<file path="config.mk">
export PLATFORM = sky130hd
export DESIGN_NAME = ddr_lane_delay_seq
export DESIGN_NICKNAME = d
export VERILOG_FILES = /design/src/rtl/ddr_lane_delay_pkg.sv /design/src/rtl/ddr_lane_delay_seq_tap_counter.sv /design/src/rtl/ddr_lane_delay_seq.sv
export SDC_FILE = /design/constraint.sdc
export NUM_CORES = 1
export LEC_CHECK = 0
export BUFFER_PORTS_ARGS = -buffer_cell sky130_fd_sc_hd__buf_2
export CAP_MARGIN = 20
export CORE_ASPECT_RATIO = 0.75
export CORE_MARGIN = 4
export CORE_UTILIZATION = 59
export CTS_CLUSTER_SIZE = 30
export DETAILED_ROUTE_END_ITERATION = 8
export PLACE_DENSITY = 0.82
export SLEW_MARGIN = 40
export SYNTH_ARGS = -nofsm -noshare
export SYNTH_HDL_FRONTEND = slang
export SYNTH_SLANG_ARGS = --single-unit
</file>
<file path="constraint.sdc">
create_clock -name FAB_CLK -period 5.2 [get_ports FAB_CLK]
set_input_delay 0.78 -clock FAB_CLK [delete_from_list [all_inputs] [get_ports FAB_CLK]]
set_output_delay 0.78 -clock FAB_CLK [all_outputs]
set_load 0.01 [all_outputs]
</file>
<file path="src/rtl/ddr_lane_delay_pkg.sv">
// Shared encodings for the DDR lane delay-line sequencer.
package ddr_lane_delay_pkg;

    typedef enum logic [1:0] {
        OP_LOAD = 2'd0,
        OP_INC  = 2'd1,
        OP_DEC  = 2'd2,
        OP_NOP  = 2'd3
    } op_e;

    typedef enum logic [1:0] {
        ST_OK           = 2'd0,
        ST_SATURATED    = 2'd1,
        ST_OUT_OF_RANGE = 2'd2,
        ST_BAD_LANE     = 2'd3
    } status_e;

    typedef enum logic [2:0] {
        S_IDLE,
        S_PAUSE,
        S_LOAD,
        S_STEP,
        S_SETTLE,
        S_RELEASE,
        S_DONE
    } state_e;

    localparam int CNT_W = 16;

endpackage

</file>
<file path="src/rtl/ddr_lane_delay_seq_tap_counter.sv">
// Saturating up/down tap counter with load-to-INIT_TAP; one per lane per delay line.
module ddr_lane_tap_counter #(
    parameter int TAP_W    = 8,
    parameter int MAX_TAP  = 255,
    parameter int INIT_TAP = 1
) (
    input  logic             clk,
    input  logic             rst,
    input  logic             load,
    input  logic             inc,
    input  logic             dec,
    output logic [TAP_W-1:0] tap,
    output logic             at_max,
    output logic             at_zero
);
    localparam logic [TAP_W-1:0] MAX_V  = TAP_W'(MAX_TAP);
    localparam logic [TAP_W-1:0] INIT_V = TAP_W'(INIT_TAP);

    logic [TAP_W-1:0] tap_q, tap_d;

    assign tap     = tap_q;
    assign at_max  = (tap_q >= MAX_V);
    assign at_zero = (tap_q == '0);

    always_comb begin
        tap_d = tap_q;
        if (load) begin
            tap_d = INIT_V;
        end else if (inc && !at_max) begin
            tap_d = tap_q + TAP_W'(1);
        end else if (dec && !at_zero) begin
            tap_d = tap_q - TAP_W'(1);
        end
    end

    always_ff @(posedge clk or posedge rst) begin
        if (rst) tap_q <= INIT_V;
        else     tap_q <= tap_d;
    end

endmodule

</file>
<file path="src/rtl/ddr_lane_delay_seq.sv">
// Delay-line sequencer: runs LOAD/INC/DEC tap commands on one lane's RX or TX
// DQS delay line, bracketed by an HS_IO_CLK_PAUSE window.
//
// state   | meaning
// IDLE    | cmd_ready high, waiting for a command
// PAUSE   | clock paused, lead-in before first action
// LOAD    | one-cycle LOAD pulse
// STEP    | one MOVE pulse, or saturation detected
// SETTLE  | wait after LOAD/MOVE, sample out-of-range on last cycle
// RELEASE | clock pause dropped, tail before completion
// DONE    | one-cycle done pulse with status
module ddr_lane_delay_seq
    import ddr_lane_delay_pkg::*;
#(
    parameter int NUM_LANES    = 4,
    parameter int TAP_W        = 8,
    parameter int MAX_TAP      = 255,
    parameter int INIT_TAP     = 1,
    parameter int PAUSE_CYCLES = 4,
    parameter int MOVE_SETTLE  = 2,
    localparam int LANE_W      = (NUM_LANES > 1) ? $clog2(NUM_LANES) : 1
) (
    input  logic                       FAB_CLK,
    input  logic                       RESET,
    input  logic                       cmd_valid,
    output logic                       cmd_ready,
    input  logic [LANE_W-1:0]          cmd_lane,
    input  logic [1:0]                 cmd_op,
    input  logic                       cmd_line,
    input  logic [TAP_W-1:0]           cmd_steps,
    output logic [NUM_LANES-1:0]       DELAY_LINE_SEL,
    output logic [NUM_LANES-1:0]       DELAY_LINE_LOAD,
    output logic [NUM_LANES-1:0]       DELAY_LINE_DIRECTION,
    output logic [NUM_LANES-1:0]       DELAY_LINE_MOVE,
    output logic                       HS_IO_CLK_PAUSE,
    input  logic [NUM_LANES-1:0]       RX_DELAY_LINE_OUT_OF_RANGE,
    input  logic [NUM_LANES-1:0]       TX_DELAY_LINE_OUT_OF_RANGE,
    output logic [NUM_LANES*TAP_W-1:0] rx_tap,
    output logic [NUM_LANES*TAP_W-1:0] tx_tap,
    output logic                       done,
    output logic [1:0]                 status
);
    localparam logic [CNT_W-1:0] PAUSE_LAST   = CNT_W'(PAUSE_CYCLES - 1);
    localparam logic [CNT_W-1:0] SETTLE_LAST  = CNT_W'(MOVE_SETTLE - 1);
    // The DONE cycle is the last cycle of the released window, so RELEASE itself is one shorter.
    localparam logic [CNT_W-1:0] RELEASE_LAST = CNT_W'((PAUSE_CYCLES > 1) ? PAUSE_CYCLES - 2 : 0);
    localparam state_e           AFTER_ACTION = (PAUSE_CYCLES > 1) ? S_RELEASE : S_DONE;

    state_e              state_q, state_d;
    op_e                 op_q, op_d;
    status_e             status_q, status_d;
    logic [LANE_W-1:0]   lane_q, lane_d;
    logic                line_q, line_d;
    logic [TAP_W-1:0]    steps_q, steps_d;
    logic [CNT_W-1:0]    cnt_q, cnt_d;

    logic [NUM_LANES-1:0] rx_max, rx_zero, tx_max, tx_zero;
    logic [NUM_LANES-1:0] rx_load, tx_load, rx_inc, tx_inc, rx_dec, tx_dec;
    logic                 sel_max, sel_zero, sel_oor;
    logic                 line_active, load_act, move_act;

    assign cmd_ready       = (state_q == S_IDLE);
    assign done            = (state_q == S_DONE);
    assign status          = status_q;
    assign HS_IO_CLK_PAUSE = state_q inside {S_PAUSE, S_LOAD, S_STEP, S_SETTLE};
    assign line_active     = state_q inside {S_PAUSE, S_LOAD, S_STEP, S_SETTLE, S_RELEASE};
    assign load_act        = (state_q == S_LOAD);
    assign move_act        = (state_q == S_STEP) && !((op_q == OP_INC) ? sel_max : sel_zero);

    always_comb begin
        sel_max  = 1'b0;
        sel_zero = 1'b0;
        sel_oor  = 1'b0;
        for (int l = 0; l < NUM_LANES; l++) begin
            if (lane_q == LANE_W'(l)) begin
                sel_max  = line_q ? tx_max[l]  : rx_max[l];
                sel_zero = line_q ? tx_zero[l] : rx_zero[l];
                sel_oor  = line_q ? TX_DELAY_LINE_OUT_OF_RANGE[l] : RX_DELAY_LINE_OUT_OF_RANGE[l];
            end
        end
    end

    always_comb begin
        DELAY_LINE_SEL       = '0;
        DELAY_LINE_LOAD      = '0;
        DELAY_LINE_DIRECTION = '0;
        DELAY_LINE_MOVE      = '0;
        for (int l = 0; l < NUM_LANES; l++) begin
            if (lane_q == LANE_W'(l)) begin
                DELAY_LINE_SEL[l]       = line_active & line_q;
                DELAY_LINE_DIRECTION[l] = line_active & (op_q == OP_INC);
                DELAY_LINE_LOAD[l]      = load_act;
                DELAY_LINE_MOVE[l]      = move_act;
            end
        end
        rx_load = DELAY_LINE_LOAD & {NUM_LANES{~line_q}};
        tx_load = DELAY_LINE_LOAD & {NUM_LANES{line_q}};
        rx_inc  = DELAY_LINE_MOVE & DELAY_LINE_DIRECTION & {NUM_LANES{~line_q}};
        tx_inc  = DELAY_LINE_MOVE & DELAY_LINE_DIRECTION & {NUM_LANES{line_q}};
        rx_dec  = DELAY_LINE_MOVE & ~DELAY_LINE_DIRECTION & {NUM_LANES{~line_q}};
        tx_dec  = DELAY_LINE_MOVE & ~DELAY_LINE_DIRECTION & {NUM_LANES{line_q}};
    end

    always_comb begin
        state_d  = state_q;
        op_d     = op_q;
        status_d = status_q;
        lane_d   = lane_q;
        line_d   = line_q;
        steps_d  = steps_q;
        cnt_d    = cnt_q;
        case (state_q)
            S_IDLE: begin
                if (cmd_valid) begin
                    lane_d   = cmd_lane;
                    op_d     = op_e'(cmd_op);
                    line_d   = cmd_line;
                    steps_d  = cmd_steps;
                    status_d = ST_OK;
                    cnt_d    = PAUSE_LAST;
                    if (int'(cmd_lane) >= NUM_LANES) begin
                        status_d = ST_BAD_LANE;
                        state_d  = S_DONE;
                    end else if (op_e'(cmd_op) == OP_NOP ||
                                 (op_e'(cmd_op) != OP_LOAD && cmd_steps == '0)) begin
                        state_d = S_DONE;
                    end else begin
                        state_d = S_PAUSE;
                    end
                end
            end
            S_PAUSE: begin
                if (cnt_q == '0) state_d = (op_q == OP_LOAD) ? S_LOAD : S_STEP;
                else             cnt_d   = cnt_q - CNT_W'(1);
            end
            S_LOAD: begin
                cnt_d   = SETTLE_LAST;
                state_d = S_SETTLE;
            end
            S_STEP: begin
                if (move_act) begin
                    steps_d = steps_q - TAP_W'(1);
                    cnt_d   = SETTLE_LAST;
                    state_d = S_SETTLE;
                end else begin
                    status_d = ST_SATURATED;
                    cnt_d    = RELEASE_LAST;
                    state_d  = AFTER_ACTION;
                end
            end
            S_SETTLE: begin
                if (cnt_q == '0) begin
                    cnt_d = RELEASE_LAST;
                    if (sel_oor) begin
                        status_d = ST_OUT_OF_RANGE;
                        state_d  = AFTER_ACTION;
                    end else if (op_q != OP_LOAD && steps_q != '0) begin
                        state_d = S_STEP;
                    end else begin
                        state_d = AFTER_ACTION;
                    end
                end else begin
                    cnt_d = cnt_q - CNT_W'(1);
                end
            end
            S_RELEASE: begin
                if (cnt_q == '0) state_d = S_DONE;
                else             cnt_d   = cnt_q - CNT_W'(1);
            end
            S_DONE:  state_d = S_IDLE;
            default: state_d = S_IDLE;
        endcase
    end

    always_ff @(posedge FAB_CLK or posedge RESET) begin
        if (RESET) begin
            state_q  <= S_IDLE;
            op_q     <= OP_LOAD;
            status_q <= ST_OK;
            lane_q   <= '0;
            line_q   <= 1'b0;
            steps_q  <= '0;
            cnt_q    <= '0;
        end else begin
            state_q  <= state_d;
            op_q     <= op_d;
            status_q <= status_d;
            lane_q   <= lane_d;
            line_q   <= line_d;
            steps_q  <= steps_d;
            cnt_q    <= cnt_d;
        end
    end

    for (genvar l = 0; l < NUM_LANES; l++) begin : g_lane
        ddr_lane_tap_counter #(
            .TAP_W(TAP_W), .MAX_TAP(MAX_TAP), .INIT_TAP(INIT_TAP)
        ) u_rx (
            .clk(FAB_CLK), .rst(RESET),
            .load(rx_load[l]), .inc(rx_inc[l]), .dec(rx_dec[l]),
            .tap(rx_tap[l*TAP_W +: TAP_W]), .at_max(rx_max[l]), .at_zero(rx_zero[l])
        );
        ddr_lane_tap_counter #(
            .TAP_W(TAP_W), .MAX_TAP(MAX_TAP), .INIT_TAP(INIT_TAP)
        ) u_tx (
            .clk(FAB_CLK), .rst(RESET),
            .load(tx_load[l]), .inc(tx_inc[l]), .dec(tx_dec[l]),
            .tap(tx_tap[l*TAP_W +: TAP_W]), .at_max(tx_max[l]), .at_zero(tx_zero[l])
        );
    end

endmodule

</file>
# ---- Yosys cells after proc, flatten, opt, wreduce, memory -nomap -nowiden
# Index checks and enable logic that the tools add are counted.
dict set report totals {
  regBits 98
  word_cells 232
}
dict set report op_classes {
  addsub 18
  order_cmp 8
  eq_ne 19
  mux 88
  bitwise 12
  n_reduce_logical 72
}
# cell count
set op_table {}
lappend op_table {{$mux 8} 26}
lappend op_table {{$pmux 16 s5} 1}
lappend op_table {{$logic_not 8->1} 9}
lappend op_table {{$sub 8x1->8 const B} 9}
lappend op_table {{$add 8x1->8 const B} 8}
lappend op_table {{$ge 8x8->1 const B} 8}
lappend op_table {{$mux 16} 3}
lappend op_table {{$mux 1} 43}
lappend op_table {{$and 4x4->4} 8}
lappend op_table {{$reduce_bool 3->1} 9}
lappend op_table {{$mux 3} 7}
lappend op_table {{$logic_and 1x1->1} 19}
lappend op_table {{$pmux 3 s6} 1}
lappend op_table {{$logic_not 1->1} 17}
lappend op_table {{$logic_not 16->1} 1}
lappend op_table {{$pmux 8 s2} 1}
lappend op_table {{$sub 16x1->16 const B} 1}
lappend op_table {{$mux 2} 5}
lappend op_table {{$ne 2x2->1 const B} 5}
lappend op_table {{$reduce_bool 5->1} 2}
lappend op_table {{$eq 3x3->1 const B} 3}
lappend op_table {{$reduce_bool 8->1} 1}
lappend op_table {{$eq 2x2->1 const B} 3}
lappend op_table {{$eq 3x2->1 const B} 2}
lappend op_table {{17 further kinds} 25}

# ---- Longest topological paths before layout
# Gate-level depths: netlist of run 1.
dict set report logic_depth {
  word_depth 16
  depth_mapped 18
  mapped_depth_nobuf 15
}

# ---- By module
# Synthesis of run 1 repeated with hierarchy kept, for this count alone.
dict set report unflattened {
  hier_cells 911
  area_unflattened_um2 8045.2
}
# mod instances cells_each area_each_um2 seq_area_each_um2
set modules_own_cells {}
lappend modules_own_cells {ddr_lane_tap_counter 8 74 681.9 201.4}
lappend modules_own_cells {ddr_lane_delay_seq 1 319 2590.0 850.8}

# ---- Worst setup path after synthesis of run 1
# OpenSTA, ideal clock, no wires.
dict set report synth_timing {
  kind {reg-to-reg}
  start {reg lane_q[1]}
  end {reg g_lane[3].u_rx.tap_q[7]}
  setup_time_ns 0.069
  t_arrival_ns 3.831
  t_required_ns 5.131
  setup_slack_ns 1.300
  path_stages_with_launch 18
  path_buffers 2
  synth_period_minus_slack_ns 3.900
  path_cell_list {dfrtp_1 > buf_2 > nor3b_1 > nand3_1 > o211ai_1 > or4_4 > a21oi_4 > buf_4 > and3_1 > inv_1 > ha_1 > a21o_1 > a21oi_1 > o21ai_0 > o41ai_1 > xnor2_1 > or4b_1 > nand3_1}
}
dict set report synth_via {
  elab_chain_len 14
}
# item line_no
set synth_lines {}
lappend synth_lines {{start: declaration} ddr_lane_delay_seq.sv:52} ;# logic [LANE_W-1:0] lane_q, lane_d;
lappend synth_lines {{start signal: assignment} ddr_lane_delay_seq.sv:188} ;# lane_q <= lane_d;
lappend synth_lines {{$logic_not 2->1} ddr_lane_delay_seq.sv:75} ;# if (lane_q == LANE_W'(l)) begin
lappend synth_lines {{$mux 1 (4 in series)} ddr_lane_delay_seq.sv:75}
lappend synth_lines {{$mux 1} ddr_lane_delay_seq.sv:68} ;# assign move_act = (state_q == S_STEP) && !((op_q == OP_INC) ? sel_max : sel_zero);
lappend synth_lines {{$logic_not 1->1} ddr_lane_delay_seq.sv:68}
lappend synth_lines {{$logic_and 1x1->1} ddr_lane_delay_seq.sv:68}
lappend synth_lines {{$mux 1} ddr_lane_delay_seq.sv:89} ;# if (lane_q == LANE_W'(l)) begin
lappend synth_lines {{$and 4x4->4 (2 in series)} ddr_lane_delay_seq.sv:98} ;# rx_inc = DELAY_LINE_MOVE & DELAY_LINE_DIRECTION & {NUM_LANES{~line_q}};
lappend synth_lines {{$logic_and 1x1->1} ddr_lane_delay_seq_tap_counter.sv:29} ;# end else if (inc && !at_max) begin
lappend synth_lines {{$mux 8} ddr_lane_delay_seq_tap_counter.sv:29}
lappend synth_lines {{$mux 8} ddr_lane_delay_seq_tap_counter.sv:27} ;# if (load) begin
lappend synth_lines {{end signal: assignment} ddr_lane_delay_seq_tap_counter.sv:38} ;# else tap_q <= tap_d;
lappend synth_lines {{end: declaration} ddr_lane_delay_seq_tap_counter.sv:19} ;# logic [TAP_W-1:0] tap_q, tap_d;
# Several ways; a longest one is shown, not always the timed one.
# A chain may end at the register's enable or synchronous reset.

# ---- Worst setup path in the final report of run 1
dict set report layout_timing {
  start {reg line_q}
  end {reg g_lane[0].u_rx.tap_q[7]}
}
dict set report layout_via {
  elab_chain_len 14
}
# item line_no
set layout_lines {}
lappend layout_lines {{start: declaration} ddr_lane_delay_seq.sv:53} ;# logic line_q, line_d;
lappend layout_lines {{start signal: assignment} ddr_lane_delay_seq.sv:189} ;# line_q <= line_d;
lappend layout_lines {{$mux 1, on equally long branches} {ddr_lane_delay_seq.sv:77, ddr_lane_delay_seq.sv:76}}
lappend layout_lines {{$mux 1 (4 in series)} ddr_lane_delay_seq.sv:75}
lappend layout_lines {{$mux 1} ddr_lane_delay_seq.sv:68}
lappend layout_lines {{$logic_not 1->1} ddr_lane_delay_seq.sv:68}
lappend layout_lines {{$logic_and 1x1->1} ddr_lane_delay_seq.sv:68}
lappend layout_lines {{$mux 1} ddr_lane_delay_seq.sv:89}
lappend layout_lines {{$and 4x4->4 (2 in series)} ddr_lane_delay_seq.sv:98}
lappend layout_lines {{$logic_and 1x1->1} ddr_lane_delay_seq_tap_counter.sv:29}
lappend layout_lines {{$mux 8} ddr_lane_delay_seq_tap_counter.sv:29}
lappend layout_lines {{$mux 8} ddr_lane_delay_seq_tap_counter.sv:27}
lappend layout_lines {{end signal: assignment} ddr_lane_delay_seq_tap_counter.sv:38}
lappend layout_lines {{end: declaration} ddr_lane_delay_seq_tap_counter.sv:19}
# Several ways; a longest one is shown, not always the timed one.

==> impl_metrics.py, run 1 <==
metrics = {
    "run_status": {
        "status": "completed",
    },
    "yosys": {
        "avgSynthCellArea_um2": 8.853,
        "syn_inst": 846,
        "synth_nets": 929,
        "async_flop_share_pct": 100.0,
        "synth-seq-cells": 98,
        "ys_types": 65,
        "yosysWarnings": 0,
        "syn-cell-area_um2": 7490,
        "ys_seq_area_share_pct": 32.88,
        "synth_edf_count": 0,
        "synthFlopType": "dfrtp_1",
    },
    "sta": {
        "skew_ps": 12.64,
        "fin_crit_ps": 4753,
        "slew_violations": 0,
        "fin_crit_sh_pct": 91.41,
        "rsz0062_at_grt": "false",
        "timing.fmax_mhz": 210.4,
        "finalSetupViolations": 0,
        "hold_viol_final": 0,
        "worst_slew_margin_rel_pct": 47.11,
        "tightestPinTransition_ps": 791.6,
        "setup_tns_ps": 0,
    },
    "worst_setup_path": {
        "r2r_setup_slack_ps": 450,
        "crit_type": "register to register",
        "cp_max_fo": 26,
        "cp.arrival_ps": 5040,
        "cp-start-kind": "register",
        "cp_slowest_cell": "a21oi_4",
        "required_ps": 5480,
        "cp_slowest_stage_delay_ps": 670,
        "setup.worst_path.end_class": "register",
        "cp_cell_sequence": "clkinv_1 > nand3_1 > a21oi_1 > or4_4 > a21oi_4 > and3_1 > inv_1 > ha_1 > a21o_1 > a21oi_1 > o21ai_0 > o41ai_1 > xnor2_1 > or4b_1 > nand3_1",
    },
    "drt": {
        "ant_nets": 0,
        "vias": 6865,
        "wl_per_cell_um": 17.74,
        "drc_errors": 0,
        "dr.pass1.iters": 5,
        "drt_iter0_markers": 621,
        "via_per_inst": 6.157,
        "wl_um": 19780,
    },
    "final_layout": {
        "nets": 1027,
        "final_common_cell": "buf_2",
        "drive_gt1_share_pct": 17.18,
        "final_cell_area_um2": 8479,
        "area_growth_pct": 13.21,
        "finish.utilization_pct": 68.66,
        "insertedDiodeCount": 0,
        "final_cell_mix": "buf_2, nand2_1, dfrtp_1",
    },
    "power_and_ir_drop": {
        "p_leak_nw": 4.211,
        "vdd_drop_max_mv": 0.1532,
        "power_density_nw_per_um2": 196.6,
    },
    "global_route": {
        "antenna_found_initial": 0,
        "grt_overflow_total": 0,
        "grt_use_met2_pct": 40.60,
        "grtUsageMet1_pct": 39.41,
        "grtUsageMet3_pct": 6.531,
        "grt_pass1_vias": 6456,
        "grt.busiest_layer": "met2",
        "grt_pass1_wl_um": 32970,
        "grt_max_degree": 54,
        "grt_usage_pct": 27.16,
    },
    "floorplan": {
        "fp.dieH_um": 105.6,
        "core.rowCount": 35,
        "ios": 109,
        "dieArea_um2": 14580,
        "die_w_um": 138.1,
        "start_util_pct": 60.65,
        "core_um2": 12350,
    },
    "clock_tree": {
        "tritoncts": "done",
        "post_cts_resized": 0,
        "htree_num_levels": 3,
        "clk_pin_slew_ps": 80,
        "cts-root-buf": "clkbuf_16",
        "clk_path_buf_depth": 2,
        "hold_buffers": 0,
        "post_cts.repair.setup_buffers": 0,
        "insertion_delay_ps": 350,
        "tritoncts.num_buffers": 9,
        "cts_sinks": 98,
    },
    "placement": {
        "gp_congestion": 0.9620,
        "dp_hpwl_um": 14540,
        "io_buffer_count": 108,
        "postPlaceCellArea_um2": 8168,
    },
    "run": {
        "cap_violations": 0,
    },
    "min_path": {
        "hp-class": "primary input to asynchronous set/reset pin",
    },
}
==> stage by stage <==
step / hold slack [ps] / worst slack (ps) / instances / power [mW]
after floorplan: 457.6 / 1300 / 846 / 0.9203
after global placement: 483.9 / 739.4 / 1099 / 0.9579
after detailed placement: 482.1 / 608.5 / 1099 / 0.9648
after CTS: 505.6 / 546.8 / 1115 / 1.669
after global routing: 524.8 / 114.5 / 1115 / 1.720
final: 500.0 / 446.7 / 1115 / 1.667
==> sequential cells by signal, indices dropped and copies added, names as in the netlist <==
name	count
g_lane.u_rx.tap	32
g_lane.u_tx.tap	32
cnt_q	16
steps_q	8
state_q	3
lane_q	2
op_q	2
status	2
line_q	1
==> per-layer routing <==
| layer | wire, um | vias up | part of all wire [%] |
|---|---|---|---|
| met2 | 8597 | 325 | 43 |
| met4 | 469 | 0 | 2.4 |
| met3 | 1719 | 41 | 8.7 |
| met1 | 8994 | 3244 | 45 |
| li1 | - | 3255 | - |
| met5 | 0 | - | 0 |
==> synthesized netlist by cell type, types with 4 or more instances <==
cell / count / share of area (%)
nand2b_1: 13 / 1.1
inv_1: 32 / 1.6
mux2i_1: 54 / 7.2
o21ai_0: 33 / 2.2
nand2_1: 94 / 4.7
buf_2: 12 / 0.80
o2bb2ai_1: 5 / 0.58
o22ai_1: 5 / 0.42
fa_1: 8 / 2.1
nand3b_1: 4 / 0.40
dfrtp_1: 90 / 30
a31oi_1: 4 / 0.33
o211ai_1: 4 / 0.40
clkbuf_1: 10 / 0.50
ha_1: 51 / 8.5
o41ai_1: 6 / 0.70
nor2_1: 85 / 4.3
a211o_1: 5 / 0.58
dfstp_2: 8 / 2.8
and3_1: 14 / 1.2
nand3_1: 22 / 1.5
a21oi_1: 40 / 2.7
nor4_1: 27 / 2.3
nor2b_1: 14 / 1.2
nand4_1: 22 / 1.8
a21o_1: 16 / 1.6
nor3b_1: 7 / 0.70
a211oi_1: 6 / 0.60
xnor2_1: 18 / 2.1
xor2_1: 43 / 5.0
or3_1: 6 / 0.50
nor3_1: 31 / 2.1
mux2_2: 6 / 0.90
==> path summary, 6_finish.rpt <==
check / start / depth (start not counted) / to
max: line_q$_DFFE_PP0P_ / 15 / g_lane[0].u_rx.tap[7]$_DFFE_PP0P_
max in group asynchronous: RESET / 3 / g_lane[3].u_rx.tap[3]$_DFFE_PP0P_
min in group FAB_CLK: steps_q[4]$_DFFE_PP0P_ / 1 / steps_q[4]$_DFFE_PP0P_
max reg2reg: line_q$_DFFE_PP0P_ / 15 / g_lane[0].u_rx.tap[7]$_DFFE_PP0P_
min: RESET / 2 / cnt_q[6]$_DFFE_PP0P_
min reg2reg: steps_q[4]$_DFFE_PP0P_ / 1 / steps_q[4]$_DFFE_PP0P_
==> cells by family (layout without fill, tap and decap cells) <==
logic type / after synthesis / after routing / synth area share (%)
flops: 98 / 98 / 32.88
mux: 62 / 62 / 8.720
compound gates: 146 / 146 / 13.00
simple gates: 360 / 360 / 24.24
fa+ha+maj: 59 / 59 / 10.66
xor+xnor: 61 / 61 / 7.133
buf+inv: 60 / 163 / 3.375
==> layout make-up <==
cell class,count,area [um^2]
Clock buffer,12,256.5
Clock inverter,4,50.05
Fill cell,985,3870
Inverter,33,126.4
Multi-Input combinational cell,688,4791
Sequential cell,98,2462
Tap cell,166,207.7
Timing Repair Buffer,114,585.6
==> critical path, delay by kind of cell, from the launching register on <==
kind | cells | cell delay (ps)
AND/OR/NAND/NOR | 5 | 1660
XOR/XNOR | 1 | 170
buffers and inverters | 2 | 450
AO/OA/AOI/OAI | 6 | 1670
adder cells (fa/ha/maj) | 1 | 310
flip-flops | 1 | 420
==> report_power, final <==
group / switching [mW] / internal, mW / leakage (nW) / total, mW
clock: 0.308 / 0.400 / 0.145 / 0.708
sequential: 0.0354 / 0.794 / 1.26 / 0.829
combinational: 0.0774 / 0.0523 / 2.80 / 0.130
total: 0.421 / 1.25 / 4.21 / 1.67
(Power assumes the default switching activity.)
==> inputs of run 2 (changes only) <==
Settings changed: CORE_MARGIN 4 to not set.
==> run 2 against run 1 <==
Core utilization is 0.16 points higher. Sequential share of layout area down 0.068 points. Largest cell class unchanged. Combinational power shrank 6%. Critical endpoint is now g_lane[1].u_tx.tap[7]$_DFFE_PP0P_.
==> impl_metrics.py, run 2 (synthesis gave the netlist of run 1 again) <==
metrics = {
    "min_path": {
        "hp-class": "register to register",
        "whs_path_depth": 1,
    },
    "final_layout": {
        "final_cell_mix": "buf_2, nand2_1, dfrtp_1",
        "final_common_cell": "buf_2",
        "nets": 1028,
        "drive_gt1_share_pct": 17.16,
        "final_cell_area_um2": 8499,
        "area_growth_pct": 13.48,
        "finish.utilization_pct": 68.82,
        "insertedDiodeCount": 0,
    },
    "placement": {
        "io_buffer_count": 108,
        "gp_congestion": 0.9290,
        "postPlaceCellArea_um2": 8172,
        "dp_hpwl_um": 14020,
    },
    "worst_setup_path": {
        "required_ps": 5430,
        "crit_type": "register to register",
        "cp_max_fo": 19,
        "cp.arrival_ps": 4700,
        "setup.worst_path.end_class": "register",
        "ff2ff_path_depth": 13,
        "cp-start-kind": "register",
    },
    "sta": {
        "finalSetupViolations": 0,
        "setup_tns_ps": 0,
        "timing.fmax_mhz": 224.2,
        "worst_slew_margin_rel_pct": 45.40,
        "slew_violations": 0,
        "tightestPinTransition_ps": 812.7,
        "skew_ps": 8.430,
        "fin_crit_sh_pct": 85.78,
        "rsz0062_at_grt": "false",
        "fin_crit_ps": 4461,
        "hold_viol_final": 0,
    },
    "drt": {
        "ant_nets": 0,
        "drt_iter0_markers": 651,
        "wl_um": 19140,
        "via_per_inst": 6.126,
        "drc_errors": 0,
        "vias": 6837,
        "dr.pass1.iters": 6,
        "wl_per_cell_um": 17.15,
    },
    "floorplan": {
        "fp.dieH_um": 99.58,
        "dieArea_um2": 13150,
        "die_w_um": 132.1,
        "core.rowCount": 35,
        "ios": 109,
        "start_util_pct": 60.65,
        "core_um2": 12350,
    },
    "power_and_ir_drop": {
        "p_leak_nw": 4.225,
        "power_density_nw_per_um2": 199.5,
        "vdd_drop_max_mv": 0.1805,
        "finalPower_mw": 1.696,
    },
    "clock_tree": {
        "post_cts_resized": 0,
        "insertion_delay_ps": 350,
        "clk_pin_slew_ps": 70,
        "cts_sinks": 98,
        "tritoncts.num_buffers": 9,
        "htree_num_levels": 3,
        "tritoncts": "done",
        "cts-root-buf": "clkbuf_16",
        "hold_buffers": 0,
        "clk_path_buf_depth": 2,
        "post_cts.repair.setup_buffers": 0,
    },
    "global_route": {
        "grt_usage_pct": 29.70,
        "antenna_found_initial": 0,
        "grt_pass1_vias": 6162,
        "grt_pass1_wl_um": 31280,
        "grt_overflow_total": 0,
        "grt_max_degree": 51,
    },
    "run": {
        "cap_violations": 0,
    },
    "run_status": {
        "status": "completed",
    },
}
run 2: changes by cell type in the layout (fill, tap and decap cells not counted), sizes merged:
cell,before,now
buf,114,115
bufinv,1,2
clkbuf,12,10
inv,32,33
run 2: path summary, 6_finish.rpt:
check	from	to	slack, ps
min in group asynchronous	RESET	cnt_q[15]$_DFFE_PP0P_	520
hold / removal	steps_q[4]$_DFFE_PP0P_	steps_q[4]$_DFFE_PP0P_	500
setup / recovery	state_q[1]$_DFFE_PP0P_	g_lane[1].u_tx.tap[7]$_DFFE_PP0P_	740
setup reg to reg	state_q[1]$_DFFE_PP0P_	g_lane[1].u_tx.tap[7]$_DFFE_PP0P_	740
max in group asynchronous	RESET	g_lane[1].u_tx.tap[7]$_DFFE_PP0P_	3580
hold reg to reg	steps_q[4]$_DFFE_PP0P_	steps_q[4]$_DFFE_PP0P_	500
run 2: where the power goes:
part	switching, mW	internal, mW	total, mW
combinational	0.0710	0.0509	0.122
clock	0.314	0.436	0.750
sequential	0.0309	0.793	0.824
run 2: cell type report:
type                    instances  area (um^2)
flip-flops and latches         98         2462
repair buffers                115        593.1
inverters                      33        126.4
well taps                     166        207.7
clock inverters                 6        88.84
multi-input cells             688         4782
clock buffers                  10        239.0
fillers                      1001         3850
run 2: critical path, cell delays in order, from the launching register on:
cell and delay (ps):
dfrtp_1 700, nor3_2 190, or3_1 700, nor3_1 460
and3_1 280, inv_1 140, ha_1 300, a21o_1 180
a21oi_1 200, o21ai_0 170, o41ai_1 410, xnor2_1 160
nor3b_1 160, a211o_1 310
run 2: per-stage QoR:
stage               worst slack, ps  std cells  hold WS (ps)
global route                  386.0       1116         529.6
floorplan                      1300        846         457.6
global placement              888.1       1100         484.5
detailed placement            809.6       1100         489.8
finish                        739.5       1116         503.0
CTS                           796.2       1116         508.8
run 2: per-layer routing:
layer	up-vias	share of wire (%)	track usage (%)
met2	270	43	44.32
met3	29	7.3	5.708
met5	-	0	0
met4	0	1.7	8.408
li1	3265	-	-
met1	3273	48	43.78
==> inputs of run 3 (changes only) <==
Settings changed: CORE_UTILIZATION 59 to 55, GPL_TIMING_DRIVEN set to 0, PLACE_DENSITY 0.82 to 0.77.
==> run 3 against run 2 <==
Count of clock-buffer cells in the layout unchanged. Flip-flop and latch count unchanged. Register-to-register slack worse by 390 ps. First-iteration DRC count down 19%. Clock skew down 2.9 ps. Die area up 7.1%. Critical path type unchanged. Largest power group unchanged.
==> impl_metrics.py, run 3 (synthesis gave the netlist of run 1 again) <==
metrics = {
    "sta": {
        "skew_ps": 5.562,
        "timing.fmax_mhz": 206.1,
        "finalSetupViolations": 0,
        "holdWs_ps": 418.7,
        "worst_slew_margin_rel_pct": 57.47,
        "setup_tns_ps": 0,
        "hold_viol_final": 0,
        "rsz0062_at_grt": "false",
        "fin_crit_ps": 4852,
        "slew_violations": 0,
        "tightestPinTransition_ps": 632.1,
        "fin_crit_sh_pct": 93.31,
    },
    "drt": {
        "wl_per_cell_um": 17.09,
        "dr.pass1.iters": 8,
        "wl_um": 19520,
        "drt_iter0_markers": 530,
        "vias": 6867,
        "via_per_inst": 6.013,
        "drc_errors": 0,
        "ant_nets": 0,
    },
    "worst_setup_path": {
        "ff2ff_path_depth": 16,
        "startpoint": "line_q$_DFFE_PP0P_",
        "r2r_setup_slack_ps": 350,
        "cp-start-kind": "register",
        "required_ps": 5490,
        "crit_type": "register to register",
        "critPathCapture": "g_lane[3].u_rx.tap[7]$_DFFE_PP0P_",
        "reg2reg_from": "line_q$_DFFE_PP0P_",
        "cp_max_fo": 10,
        "cp.arrival_ps": 5140,
        "rr_endpoint": "g_lane[3].u_rx.tap[7]$_DFFE_PP0P_",
        "setup.worst_path.end_class": "register",
    },
    "final_layout": {
        "nets": 1049,
        "final_cell_area_um2": 8578,
        "final_common_cell": "buf_2",
        "drive_gt1_share_pct": 17.82,
        "insertedDiodeCount": 0,
        "fillers": 1130,
        "area_growth_pct": 14.53,
        "layout.cells.non_filler": 1142,
        "final_cell_mix": "buf_2, nand2_1, dfrtp_1",
    },
    "power_and_ir_drop": {
        "p_leak_nw": 4.275,
        "finalPower_mw": 1.636,
        "power_density_nw_per_um2": 190.8,
        "vdd_drop_max_mv": 0.1579,
    },
    "clock_tree": {
        "htree_num_levels": 3,
        "tritoncts.num_buffers": 9,
        "clk_path_buf_depth": 2,
        "post_cts.repair.setup_buffers": 0,
        "insertion_delay_ps": 350,
        "tritoncts": "done",
        "cts-root-buf": "clkbuf_16",
        "clk_pin_slew_ps": 70,
        "cts_sinks": 98,
        "post_cts_resized": 0,
        "hold_buffers": 0,
    },
    "placement": {
        "place_inst": 1126,
        "postPlaceCellArea_um2": 8279,
        "gp_congestion": 0.8864,
        "dp_hpwl_um": 14620,
        "io_buffer_count": 108,
    },
    "min_path": {
        "hp-class": "primary input to asynchronous set/reset pin",
    },
    "floorplan": {
        "core.rowCount": 36,
        "core_um2": 13150,
        "dieArea_um2": 14090,
        "fp.dieH_um": 103.1,
        "start_util_pct": 56.94,
        "ios": 109,
        "die_w_um": 136.7,
    },
    "global_route": {
        "grt_max_degree": 53,
        "grt_overflow_total": 0,
        "grt_pass1_vias": 6265,
        "grt_pass1_wl_um": 31710,
        "grt_usage_pct": 28.93,
        "antenna_found_initial": 0,
    },
    "run": {
        "cap_violations": 0,
    },
    "run_status": {
        "status": "completed",
    },
}
[run 3: worst max-delay path, cell delays in order (launching register included)]
cell      delay [ps]
dfrtp_1          470
clkinv_1         330
nand3_1          190
a21oi_1          100
or4_4            560
a21oi_4          350
buf_4            270
and3_1           240
inv_1            140
ha_1             300
a21o_1           180
a21oi_1          230
o21ai_0          150
o41ai_1          530
xnor2_1          180
or4b_1           480
nand3_1           90
[run 3: final cells by class]
cell class | count | area, um^2 | share of cell area (%)
sequential | 98 | 2462 | 28.70
timing repair buffer | 109 | 568.0 | 6.622
buffer | 27 | 128.9 | 1.502
tap | 171 | 214.0 | 2.494
clock buffer | 10 | 229.0 | 2.669
clock inverter | 6 | 65.06 | 0.7585
multi-input combinational | 688 | 4780 | 55.72
inverter | 33 | 131.4 | 1.532
[run 3: how the worst min path moves through the flow]
stage | startpoint | endpoint | slack [ps] | cells past startpoint
floorplan | steps_q[4]$_DFFE_PP0P_ | steps_q[4]$_DFFE_PP0P_ | 460 | 1
global placement | steps_q[7]$_DFFE_PP0P_ | steps_q[7]$_DFFE_PP0P_ | 480 | 1
detailed placement | steps_q[7]$_DFFE_PP0P_ | steps_q[7]$_DFFE_PP0P_ | 490 | 1
CTS | RESET | cnt_q[13]$_DFFE_PP0P_ | 430 | 2
global route | RESET | cnt_q[10]$_DFFE_PP0P_ | 450 | 2
finish | RESET | cnt_q[13]$_DFFE_PP0P_ | 420 | 2
[run 3: through the flow]
step                worst slack, ps  utilization, %
floorplan                      1300               -
global placement              479.2           62.68
detailed placement            472.9           62.95
CTS                           433.3           65.18
global route                  150.9           65.22
finish                        347.7           65.22
[run 3: report_power, final]
part	leakage, nW	internal [mW]	total (mW)	switching [mW]
clock	0.143	0.375	0.683	0.308
combinational	2.87	0.0539	0.126	0.0726
sequential	1.26	0.794	0.827	0.0333
total	4.27	1.22	1.64	0.413
[run 3: metal layers]
layer,GRT usage [%],routed length [um]
met4,8.034,323
met1,43.62,9414
met2,42.13,8302
met5,0,0
met3,5.113,1475
